`src/rtl/cdb_arbiter.sv`:
```
// cdb_arbiter
//   Common-data-bus arbiter for the writeback stage. Each cycle it picks one of
//   eight functional-unit result requests and drives the select of the external
//   8:1 result/tag muxes. The selected result is registered onto the CDB and held
//   there for the reservation stations, the ROB and the register file.
//
//   Build option: CDB_FIXED_PRIO_EN
//     undefined (default): round-robin. The search starts at rr_ptr and wraps
//                          from 7 to 0. After a transfer, rr_ptr moves to the
//                          entry after the winner.
//     defined:             fixed priority with index 0 highest. There is no
//                          rr_ptr, so an FU can starve. mux_sel is 0 when idle.
//
// Ports
//   clk        rising-edge clock
//   resetn     synchronous active-low reset
//   flush      pipeline flush; kills the CDB broadcast and blocks grants
//   fu_valid   per-FU result pending
//   fu_ready   per-FU grant (one-hot or zero)
//   mux_sel    select for the external result/tag muxes
//   mux_data   result mux output
//   mux_tag    tag mux output
//   cdb_valid  CDB holds a valid broadcast
//   cdb_data   registered broadcast result
//   cdb_tag    registered broadcast tag
//   cdb_ready  all CDB consumers accept this cycle
module cdb_arbiter #(
   parameter int WIDTH = 32,
   parameter int TAG_W = 6
) (
   input  logic             clk,
   input  logic             resetn,
   input  logic             flush,
   input  logic [7:0]       fu_valid,
   output logic [7:0]       fu_ready,
   output logic [2:0]       mux_sel,
   input  logic [WIDTH-1:0] mux_data,
   input  logic [TAG_W-1:0] mux_tag,
   output logic             cdb_valid,
   output logic [WIDTH-1:0] cdb_data,
   output logic [TAG_W-1:0] cdb_tag,
   input  logic             cdb_ready
);

   logic       load_en;
   logic       any_valid;
   logic       transfer;
   logic [2:0] winner;

   // Grants are held off while reset is asserted. The result of a transfer
   // attempted under reset would be dropped anyway.
   assign load_en   = resetn & ~flush & (~cdb_valid | cdb_ready);
   assign any_valid = |fu_valid;
   assign transfer  = load_en & any_valid;
   assign fu_ready  = transfer ? (8'b1 << winner) : 8'b0;

`ifdef CDB_FIXED_PRIO_EN

   // The scan runs downward, so the lowest set index is written last and wins.
   always_comb begin
      winner = 3'd0;
      for (int k = 7; k >= 0; k--) begin
         if (fu_valid[k]) winner = k[2:0];
      end
   end

   assign mux_sel = winner;

`else

   logic [2:0] rr_ptr;
   logic [2:0] idx;

   // The scan runs downward over the offset from rr_ptr, so the nearest
   // requester at or after rr_ptr is written last and wins.
   always_comb begin
      winner = rr_ptr;
      idx    = rr_ptr;
      for (int k = 7; k >= 0; k--) begin
         idx = rr_ptr + k[2:0];
         if (fu_valid[idx]) winner = idx;
      end
   end

   assign mux_sel = winner;

   always_ff @(posedge clk) begin
      if (!resetn) begin
         rr_ptr <= 3'd0;
      end else if (transfer) begin
         rr_ptr <= winner + 3'd1;
      end
   end

`endif

   always_ff @(posedge clk) begin
      if (!resetn) begin
         cdb_valid <= 1'b0;
         cdb_data  <= '0;
         cdb_tag   <= '0;
      end else if (flush) begin
         cdb_valid <= 1'b0;
      end else if (transfer) begin
         cdb_valid <= 1'b1;
         cdb_data  <= mux_data;
         cdb_tag   <= mux_tag;
      end else if (cdb_valid && cdb_ready) begin
         cdb_valid <= 1'b0;
      end
   end

endmodule
```
`config.mk`:
```
export PLATFORM = sky130hd
export DESIGN_NAME = cdb_arbiter
export DESIGN_NICKNAME = d
export VERILOG_FILES = /design/src/rtl/cdb_arbiter.sv
export SDC_FILE = /design/constraint.sdc
export NUM_CORES = 1
export LEC_CHECK = 0
export ABC_AREA = 1
export CELL_PAD_IN_SITES_DETAIL_PLACEMENT = 1
export CELL_PAD_IN_SITES_GLOBAL_PLACEMENT = 2
export CORE_UTILIZATION = 31
export DETAILED_ROUTE_END_ITERATION = 12
export DONT_BUFFER_PORTS = 1
export HOLD_SLACK_MARGIN = 0.05
export PLACE_DENSITY = 0.75
export SLEW_MARGIN = 30
export SYNTH_ARGS = -nofsm -noshare
export SYNTH_HDL_FRONTEND = slang
export SYNTH_SLANG_ARGS = --single-unit
```
`constraint.sdc`:
```
create_clock -name clk -period 3.4 [get_ports clk]
set_input_delay 0.17 -clock clk [delete_from_list [all_inputs] [get_ports clk]]
set_output_delay 0.17 -clock clk [all_outputs]
set_load 0.03 [all_outputs]
```
=== Word level (Yosys, flattened, before mapping) ===
Index checks and enable logic that the tools add are counted.

* Add/subtract/negate cells: 8
* $mul: 0
* Divide/modulo/power cells: 0
* Magnitude comparators: 8
* Eq/ne operators: 0
* Shift-type cells: 1
* Mux-type cells: 27
* Bitwise gates (word level): 7
* Reduce and logical (&&, ||, !) cells: 5

{| class="wikitable"
|+ Operators with widths
! kind !! count
|-
| 3-bit by 4-bit less-than comparator with 1-bit output, second input constant || 8
|-
| 1-bit binary-select mux with 3-bit select || 8
|-
| 3-bit 2-to-1 mux || 8
|-
| 3-bit adder, second input constant || 4
|-
| 1-bit 2-to-1 mux || 10
|-
| 8-bit 2-to-1 mux || 1
|-
| 8-bit OR reduction || 1
|-
| 1-bit by 3-bit << shifter with 8-bit output, first input constant || 1
|-
| 3-bit by 1-bit adder with 3-bit output, second input constant || 2
|-
| 3-bit by 2-bit adder with 3-bit output, second input constant || 2
|-
| 1-bit AND || 3
|-
| 1-bit inverter || 3
|-
| 2-bit AND reduction || 1
|-
| 2-bit nonzero test || 1
|-
| 2-bit OR reduction || 1
|-
| 1-bit logical AND || 1
|-
| 1-bit OR || 1
|}

* Bits in registers: 42
* Bits in latches: 0
* Bits in writable memories: 0
* Bits in read-only memories: 0
* Input bits: 50
* Output and inout port bits: 50
* Word-level logic and storage cells: 60
* Memories kept: 0

=== Logic depth before layout (Yosys ltp) ===
Gate-level depths: netlist (run 1).

* Depth after elaboration: 13
* Depth in mapped cells: 24
* Depth with buffers taken out: 23

=== Least setup slack after synthesis (run 1) ===
Ideal clock, no wire load.

* Path kind: reg2out
* From: reg rr_ptr[1]
* To: out fu_ready[7]
* Arrival: 2,580 ps
* Required time: 3,230 ps
* Path slack: 650 ps
* Stages on the path, launching flop included: 22
* Buffers on the path: 1
* Path through: dfxtp_1 > buf_6 > inv_4 > ha_1 > inv_2 > nand3_1 > nand3_2 > nand2_2 > a21oi_1 > nand2_1 > nand2_1 > nand2_1 > nand2_1 > nand2_1 > nand2_1 > nand2_2 > inv_2 > nand2_1 > inv_1 > ha_1 > inv_1 > nor2_1

* Cells in the longest elaborated chain, start to end: 13
* Elaborated cells between the ends (all ways): 33
* Those cells by class: add/sub (7); shift (1); mux (25)

{| class="wikitable"
|+ RTL lines
! what !! line !! text
|-
| from (decl) || 71 || <nowiki>logic [2:0] rr_ptr;</nowiki>
|-
| from (signal assigned) || 91 || <nowiki>rr_ptr <= winner + 3'd1;</nowiki>
|-
| 3-bit adder || 80 || <nowiki>idx = rr_ptr + k[2:0];</nowiki>
|-
| 1-bit binary-select mux with 3-bit select || 81 || <nowiki>if (fu_valid[idx]) winner = idx;</nowiki>
|-
| 1-bit 2-to-1 mux (implied by the code) || 81 ||
|-
| 3-bit 2-to-1 mux (7 in series) || 81 ||
|-
| 3-bit 2-to-1 mux (*) || 81 ||
|-
| via mux_sel[1] || 36 || <nowiki>output logic [2:0] mux_sel,</nowiki>
|-
| 1-bit by 3-bit << shifter with 8-bit output (*) || 55 || <nowiki>assign fu_ready = transfer ? (8'b1 << winner) : 8'b0;</nowiki>
|-
| 8-bit 2-to-1 mux (*) || 55 ||
|-
| to (decl) || 35 || <nowiki>output logic [7:0] fu_ready,</nowiki>
|}

Mark *: on every way through the listed nets, which the timed path passes. The rest lies on a longest branch. The select of a mux whose other input is x is not followed.

=== Worst setup path after layout (run 1) ===
Ends and elaborated chain as after synthesis.

==> results of run 1 <==
cells by family (layout without fill, tap and decap cells):
| group | Yosys count | after routing | synth area share |
|---|---|---|---|
| AND/OR/NAND/NOR | 200 | 200 | 0.400 |
| AO/OA/AOI/OAI | 50 | 50 | 0.112 |
| buffers and inverters | 43 | 60 | 0.0843 |
| flip-flops | 42 | 42 | 0.375 |
| adder cells (fa/ha/maj) | 3 | 3 | 0.0168 |
| XOR/XNOR | 1 | 1 | 0.0123 |
state kept, by name (all words and copies together), names as in the netlist:
| signal | flops |
|---|---|
| cdb_data | 32 |
| cdb_tag | 6 |
| cdb_valid | 1 |
| rr_ptr | 3 |
metrics by stage:
step / utilization / instance area (um^2)
CTS: 0.378 / 2610
finish: 0.381 / 2630
global placement: 0.337 / 2330
detailed placement: 0.337 / 2330
global route: 0.381 / 2630
floorplan: - / 2240
cells in the mapped netlist:
cell type and n:
xor2_4 1, nor2_4 1, nor4_1 2, o21ai_1 1
nand2_1 56, nand2_4 1, inv_1 17, nor2_1 90
clkinv_1 1, nand3_2 9, o21ai_0 41, ha_1 3
clkbuf_1 12, inv_4 2, buf_6 3, a21oi_1 8
nand2_2 14, dfxtp_1 42, nand3_1 27, inv_2 8
power by group through the flow:
stage	clock, mW	combinational, mW	sequential [mW]
2_1_floorplan	0	0.363	0.616
3_3_place_gp	0	0.433	0.626
3_5_place_dp	0	0.439	0.627
4_1_cts	0.398	0.463	0.615
5_1_grt	0.416	0.526	0.619
6_report	0.383	0.463	0.614
repair_timing:
action / 4_1_cts / 5_1_grt
endpoints found under the setup margin: 0 / 1
endpoints found under the hold margin: 42 / 1
gates resized for setup: 0 / 2
setup buffers: 0 / 0
hold buffers: 17 / 1
path summary, 6_finish.rpt:
| check | endpoint | slack [ns] | cells past startpoint |
|---|---|---|---|
| max reg2reg | rr_ptr[2] | 0.69 | 20 |
| min reg2reg | cdb_data[19] | 0.64 | 2 |
| max | fu_ready[7] | 0.36 | 20 |
| min | cdb_data[15] | 0.06 | 2 |
critical path: stages (launching register included):
cell     delay (ns)
dfxtp_1        0.38
inv_4          0.08
ha_2           0.41
inv_2          0.09
nand3_1        0.13
nand3_2        0.11
nand2_2        0.10
nand2_1        0.05
nand2_1        0.06
nand2_1        0.05
nand2_1        0.05
nand2_1        0.05
nand2_2        0.10
nand3_2        0.10
nand2_4        0.19
nand2_1        0.10
inv_1          0.07
ha_1           0.13
inv_1          0.04
nor2_1         0.09
buf_4          0.18
layout by cell type (no fill, tap or decap):
master / n
nor4_1: 2
a21oi_1: 8
clkbuf_1: 2
buf_12: 1
dlygate4sd3_1: 17
o21ai_1: 1
bufinv_16: 1
nand2_1: 56
nand3_2: 9
ha_1: 2
inv_2: 7
o21ai_0: 41
nand2_2: 14
ha_2: 1
nand3_1: 27
dfxtp_1: 42
nand2_4: 1
nor2_4: 1
clkbuf_8: 5
inv_1: 17
inv_4: 3
xor2_4: 1
buf_4: 6
nor2_1: 90
clkinv_1: 1
layer usage:
layer	wire, um	vias up	GRT usage	share of wire
met5	0	-	0	0
met2	3330	55	0.335	0.51
li1	-	1103	-	-
met4	63	0	0.0455	0.0096
met1	2690	1014	0.200	0.41
met3	452	6	0.0626	0.069
cell type report:
type | count | share of cell area
multi-input combinational | 254 | 0.462
clock buffer | 7 | 0.0290
sequential | 42 | 0.320
tap | 96 | 0.0457
timing repair buffer | 24 | 0.0895
inverter | 28 | 0.0428
clock inverter | 1 | 0.0114
==> results.txt, run 1 <==
----------------------------------------------------
[Clock tree]
  Number of clock sinks ... between 40 and 50
  Num CTS Buffers ... 5
  Clock transition at the register clock pins on the worst setup and hold paths after CTS ... about 0.08 ns
  Number of H-tree branching levels ... 2
  Skew-Pair Late Insertion Delay ... around 0.29 ns
  Maximum number of buffers from clock root to sink ... 2
  TritonCTS clock tree ... done
  Clock root buffer ... clkbuf_8

[Timing]
  Headroom to the max-slew limit ... 0.601
  Worst hold slack ... around 0.056 ns
  Fin Setup TNS ... 0 ns
  Tmin final ... approximately 3.0 ns
  Final setup violation count ... 0
  Tightest Pin Transition ... roughly 0.59 ns
  Number of endpoints with negative hold slack in the final report ... 0
  Final worst-path setup slack ... roughly 0.36 ns
  Setup Skew ... 0.00922 ns
  Total count of max-transition violations in the final report ... 0
  FMAX ... about 330 MHz
  Unrepaired setup endpoints after global routing ... no
  Tcrit/Tclk final ... 0.893

[Cells and area]
  # diodes ... 0
  Filler instances ... approximately 920
  Final cell count without fillers ... roughly 450
  Share of cells above drive strength 1 ... 0.140
  Sequential cell area ... between 800 and 900 um^2
  Area taken by multi-input logic gates ... 1210 um^2
  Layout overhead on the synthesized area ... 17.3%
  Final net count ... 408

[Placement]
  Final RePlAce weighted congestion ... about 0.85
  Count of input and output buffers ... 0
  Pre-CTS WS ... about 0.57 ns
  Post-DP HPWL ... between 4 and 5 mm
  Placed cell count ... approximately 430

[Setup path]
  Critical path required time ... around 3.2 ns
  FF-to-FF Start ... rr_ptr[1]
  Signal arrival time at the worst endpoint ... ~2.9 ns
  Type of the worst setup path ... flop to output port
  Critical path startpoint ... rr_ptr[1]
  Maximum fanout count along the critical path ... 8
  Type of element capturing the critical path ... output port
  CP Launch Type ... flop

[Floorplan]
  Top-Level Pins ... 100
  Die height ... 87.0 um
  Horizontal die dimension ... 87.0 um
  Initial standard-cell utilization of the core ... 0.324
  Placement Rows ... 30
  Area of the core region ... 6910 um^2
  Total Die Area ... ~7600 um^2

[Power and ir drop]
  Peak supply drop ... ~0.00025 V
  P_int ... ~900 uW
  Pwr dens ... between 500 and 600 nW/um^2
  Share of power burned in registers ... 0.421
  Final total power ... 1.46 mW
  Net switching power figure ... between 500 and 600 uW
  Relative contribution of the clock network to total power ... 0.262
  Leakage power summed over all cells ... around 1.2 nW
  Comb power frac ... 0.317
  Switching Share ... 0.386

[Synthesis]
  Cells after synthesis ... roughly 340
  Number of distinct library cell variants in the gate-level netlist after synthesis ... 20
  Count of yosys warnings during synthesis ... 0
  Synthesized area per cell ... 6.61 um^2
  Top cells by area, synth ... dfxtp_1, nor2_1, nand2_1
  Synthesized netlist net count ... a little under 400
  Synthesized area ... between 2000 and 2500 um^2
  Area leader, netlist ... dfxtp_1
  Post-synthesis register bit count ... 42
  Proportion of synthesized chip area in sequential cells ... 0.375
  Fraction of post-synthesis cell area in the top cell type by area ... 0.375

[GRT]
  First-pass GRT wire length ... between 10 and 15 mm
  GRT Util Overall ... 0.182
  Initial antenna violation count ... 0
  Global route overflow ... 0
  Vias in the first global route ... ~2,300
  Largest net degree at the start of global routing ... 43

[Worst hold path]
  Worst hold start ... mux_data[15]
  Worst hold path class ... primary input to flop

[Routing]
  Total wire length after detailed routing ... around 6.5 mm
  Vias/cell ... approximately 4.8
  Total number of vias ... ~2,200
  Detail-routed net length per standard cell ... 14.5 um
  Drt pass-1 iters ... 4
  Iteration-0 DRC count of the detailed router ... around 70
  Antenna-violating nets left ... 0
  DRC ... 0

[Job]
  Total of max-cap violations ... 0

[Run status]
  Outcome ... completed

----------------------------------------------------
Note: power is estimated with default switching activity, not from simulation.
==> inputs of run 2 (changes only) <==
Settings changed: ABC_AREA 1 to unset, CORE_UTILIZATION 31 to 36, PLACE_DENSITY 0.75 to 0.77.
==> run 2 against run 1 <==
Effect of this change: clock skew shrank 0.0053 ns; largest power group is now combinational cells; highest routed layer unchanged; flip-flop and latch count is the same; setup slack lost 0.27 ns; critical endpoint is now fu_ready[6]; total power grew 21%; synthesized area grew 19%; critical path depth shrank 10; via count grew 13%; critical path type unchanged; cell area grew 38%; die area grew 2.6%.
==> results.txt, run 2 <==
----------------------------------------------------
[Run status]
  Outcome ... completed

[Synthesis]
  Post-synth top flop ... dfxtp_1
  Post-synthesis register bit count ... 42
  Synthesized netlist net count ... 359
  Fraction of post-synthesis cell area in the top cell type by area ... 0.315
  Top cells by area, synth ... dfxtp_1, nand2_1, a21boi_0
  Most common cell in the synthesized netlist ... nand2_1
  Synthesized area ... between 2000 and 3000 um^2
  Number of synthesized flops with an enable pin ... 0
  Commonest cells post-synth ... nand2_1, dfxtp_1, a21boi_0, clkbuf_1
  Synthesized area per cell ... about 8.7 um^2
  Number of distinct library cell variants in the gate-level netlist after synthesis ... 50
  Async S/R FF share, synth ... 0
  Cells after synthesis ... 306
  Count of yosys warnings during synthesis ... 0
  Proportion of synthesized chip area in sequential cells ... 0.315
  Area leader, netlist ... dfxtp_1

[Setup path]
  Type of element capturing the critical path ... output port
  Slowest stage cell, crit path ... or4_4
  CP Launch Type ... flop
  Maximum cell stage delay along the critical path ... approximately 0.5 ns
  Type of the worst setup path ... flop to output port
  Number of buffers and inverters on the critical path ... 4
  Cells on worst reg2reg path ... 10
  Reg2Reg Setup Slack ... slightly above 0.4 ns
  Reg-to-Reg End ... rr_ptr[1]
  Most common cell type on the critical path ... buf_4
  Maximum fanout count along the critical path ... 9
  FF-to-FF Start ... rr_ptr[1]
  Kind of cell adding the most delay to the critical path ... multiplexers
  Critical path required time ... 3.23 ns
  Cells along the critical path ... buf_12 -> mux2_2 -> mux4_2 -> or4_4 -> a21boi_4 -> o2bb2ai_4 -> buf_4 -> buf_4 -> nor3b_4 -> buf_4
  Signal arrival time at the worst endpoint ... around 3.1 ns

[Clock tree]
  TritonCTS clock tree ... done
  Number of clock sinks ... 42
  Number of H-tree branching levels ... 2
  Clock root buffer ... clkbuf_8
  Skew-Pair Late Insertion Delay ... approximately 0.30 ns
  Maximum number of buffers from clock root to sink ... 2
  Clock transition at the register clock pins on the worst setup and hold paths after CTS ... roughly 0.09 ns
  Num CTS Buffers ... 5

[Cells and area]
  Post-route cell area ... 3630 um^2
  Share of cells above drive strength 1 ... 0.238
  # diodes ... 0
  Layout overhead on the synthesized area ... 35.7%
  Most frequent cells in the layout ... nand2_1, dlygate4sd3_1, a21boi_0, dfxtp_1, buf_4
  Final net count ... between 400 and 500
  Most common cell after layout, fill and taps aside ... nand2_1
  Register with the most flip-flops ... cdb_data
  Registers with the most flip-flops ... cdb_data (32), cdb_tag (6), rr_ptr (3)
  Number of flip-flops in the largest register ... 32

[Routing]
  Total number of vias ... 2,471
  DRC ... 0
  Antenna-violating nets left ... 0
  Vias/cell ... about 5.3
  Detail-routed net length per standard cell ... 17.4 um
  Total wire length after detailed routing ... 8.10 mm
  Drt pass-1 iters ... 4
  Iteration-0 DRC count of the detailed router ... approximately 130

[Timing]
  Setup Skew ... roughly 0.0040 ns
  Worst hold slack ... 0.112 ns
  FMAX ... slightly above 300 MHz
  Tcrit/Tclk final ... 0.972
  Headroom to the max-slew limit ... 0.415
  Tmin final ... approximately 3.3 ns
  Final setup violation count ... 0
  Total count of max-transition violations in the final report ... 0
  Final worst-path setup slack ... around 0.095 ns
  Number of endpoints with negative hold slack in the final report ... 0
  Tightest Pin Transition ... 0.878 ns

[GRT]
  First-pass GRT wire length ... approximately 12 mm
  Vias in the first global route ... 2,473
  GRT Util Overall ... 0.205
  Largest net degree at the start of global routing ... 41
  Initial antenna violation count ... 0
  Global route overflow ... 0

[Worst hold path]
  Min-Delay Path Depth ... 2
  Worst hold path class ... primary input to flop
  Worst Hold Endpoint ... cdb_valid
  Worst hold start ... resetn

[Placement]
  Post-Place Cell Area ... 2930 um^2
  Count of input and output buffers ... 0
  Final RePlAce weighted congestion ... between 0.7 and 0.8
  Pre-CTS WS ... about 0.19 ns
  Post-DP HPWL ... between 5 and 6 mm

[Floorplan]
  Placement Rows ... 31
  Die height ... between 80 and 90 um
  Area of the core region ... just over 7000 um^2
  Total Die Area ... 7770 um^2
  Initial standard-cell utilization of the core ... 0.370
  Top-Level Pins ... 100
  Horizontal die dimension ... 88.2 um

[Power and ir drop]
  Peak supply drop ... between 0.00015 and 0.0002 V
  Pwr dens ... slightly below 500 nW/um^2
  Leakage power summed over all cells ... roughly 1.3 nW

[Job]
  Total of max-cap violations ... 0

----------------------------------------------------
run 2: cell types whose count changed in the layout (fill, tap and decap cells not counted), moves of 26 or more:
| cell | previous run | this run |
|---|---|---|
| a21boi_0 | 0 | 39 |
| nor2_1 | 90 | 8 |
| nand2_1 | 56 | 86 |
| nand3_1 | 27 | 1 |
| dlygate4sd3_1 | 17 | 44 |
| o21ai_0 | 41 | 1 |
run 2: final cells by class:
type / count / area [um^2]
fillers: 835 / 3590
multi-input cells: 236 / 1830
flip-flops and latches: 42 / 847
repair buffers: 74 / 696
well taps: 99 / 124
clock buffers: 6 / 93.8
inverters: 6 / 25.0
clock inverters: 2 / 13.8
run 2: how the worst max path moves through the flow:
stage | startpoint | to | slack [ns] | cells past startpoint
4_1_cts | rr_ptr[1] | fu_ready[3] | 0.04 | 10
3_3_place_gp | rr_ptr[1] | fu_ready[7] | 0.29 | 10
3_5_place_dp | rr_ptr[1] | fu_ready[7] | 0.19 | 10
6_report | rr_ptr[1] | fu_ready[6] | 0.1 | 10
2_1_floorplan | rr_ptr[1] | fu_ready[7] | -0.03 | 14
5_1_grt | rr_ptr[0] | fu_ready[3] | -0.02 | 10
run 2: layer usage:
layer / part of all wire / track usage
met2: 0.51 / 0.351
met1: 0.43 / 0.263
met3: 0.054 / 0.0500
met4: 0.0015 / 0.0367
met5: 0 / 0
run 2: per-stage QoR:
| stage | total power [mW] | util | cells | TNS (ns) |
|---|---|---|---|---|
| global route | 1.86 | 0.503 | 465 | -0.0329 |
| floorplan | 1.12 | - | 306 | -0.0656 |
| CTS | 1.74 | 0.495 | 461 | 0 |
| global placement | 1.25 | 0.406 | 401 | 0 |
| finish | 1.76 | 0.503 | 465 | 0 |
| detailed placement | 1.26 | 0.406 | 401 | 0 |
run 2: worst register-to-register path, cell delays in order (launching register included):
cell and delay [ns]:
dfxtp_4 0.40, buf_12 0.13, mux4_2 0.58, mux2_4 0.33, a222oi_1 0.43, nand3_1 0.20, o2bb2ai_4 0.20, buf_4 0.15
buf_4 0.12, xor2_1 0.22, a21oi_1 0.10
run 2: report_power, final:
group,internal [mW],switching [mW]
registers,0.519,0.0722
logic,0.384,0.405
clock network,0.191,0.190
total,1.09,0.668
run 2: timing repair:
item,in CTS,in global routing
cloned,0,0
endpoints found under the hold margin,41,0
setup buffers,7,4
gates resized for setup,4,8
pin swaps,3,4
setup endpoints to repair,7,7
hold buffers,45,0
run 2: kinds of logic after synthesis:
logic type      Yosys count  share of synthesized area
simple gates            124                      0.211
fa+ha+maj                 3                     0.0140
buf+inv                  28                     0.0506
flops                    42                      0.315
mux                      33                      0.197
compound gates           72                      0.200
xor+xnor                  4                     0.0131
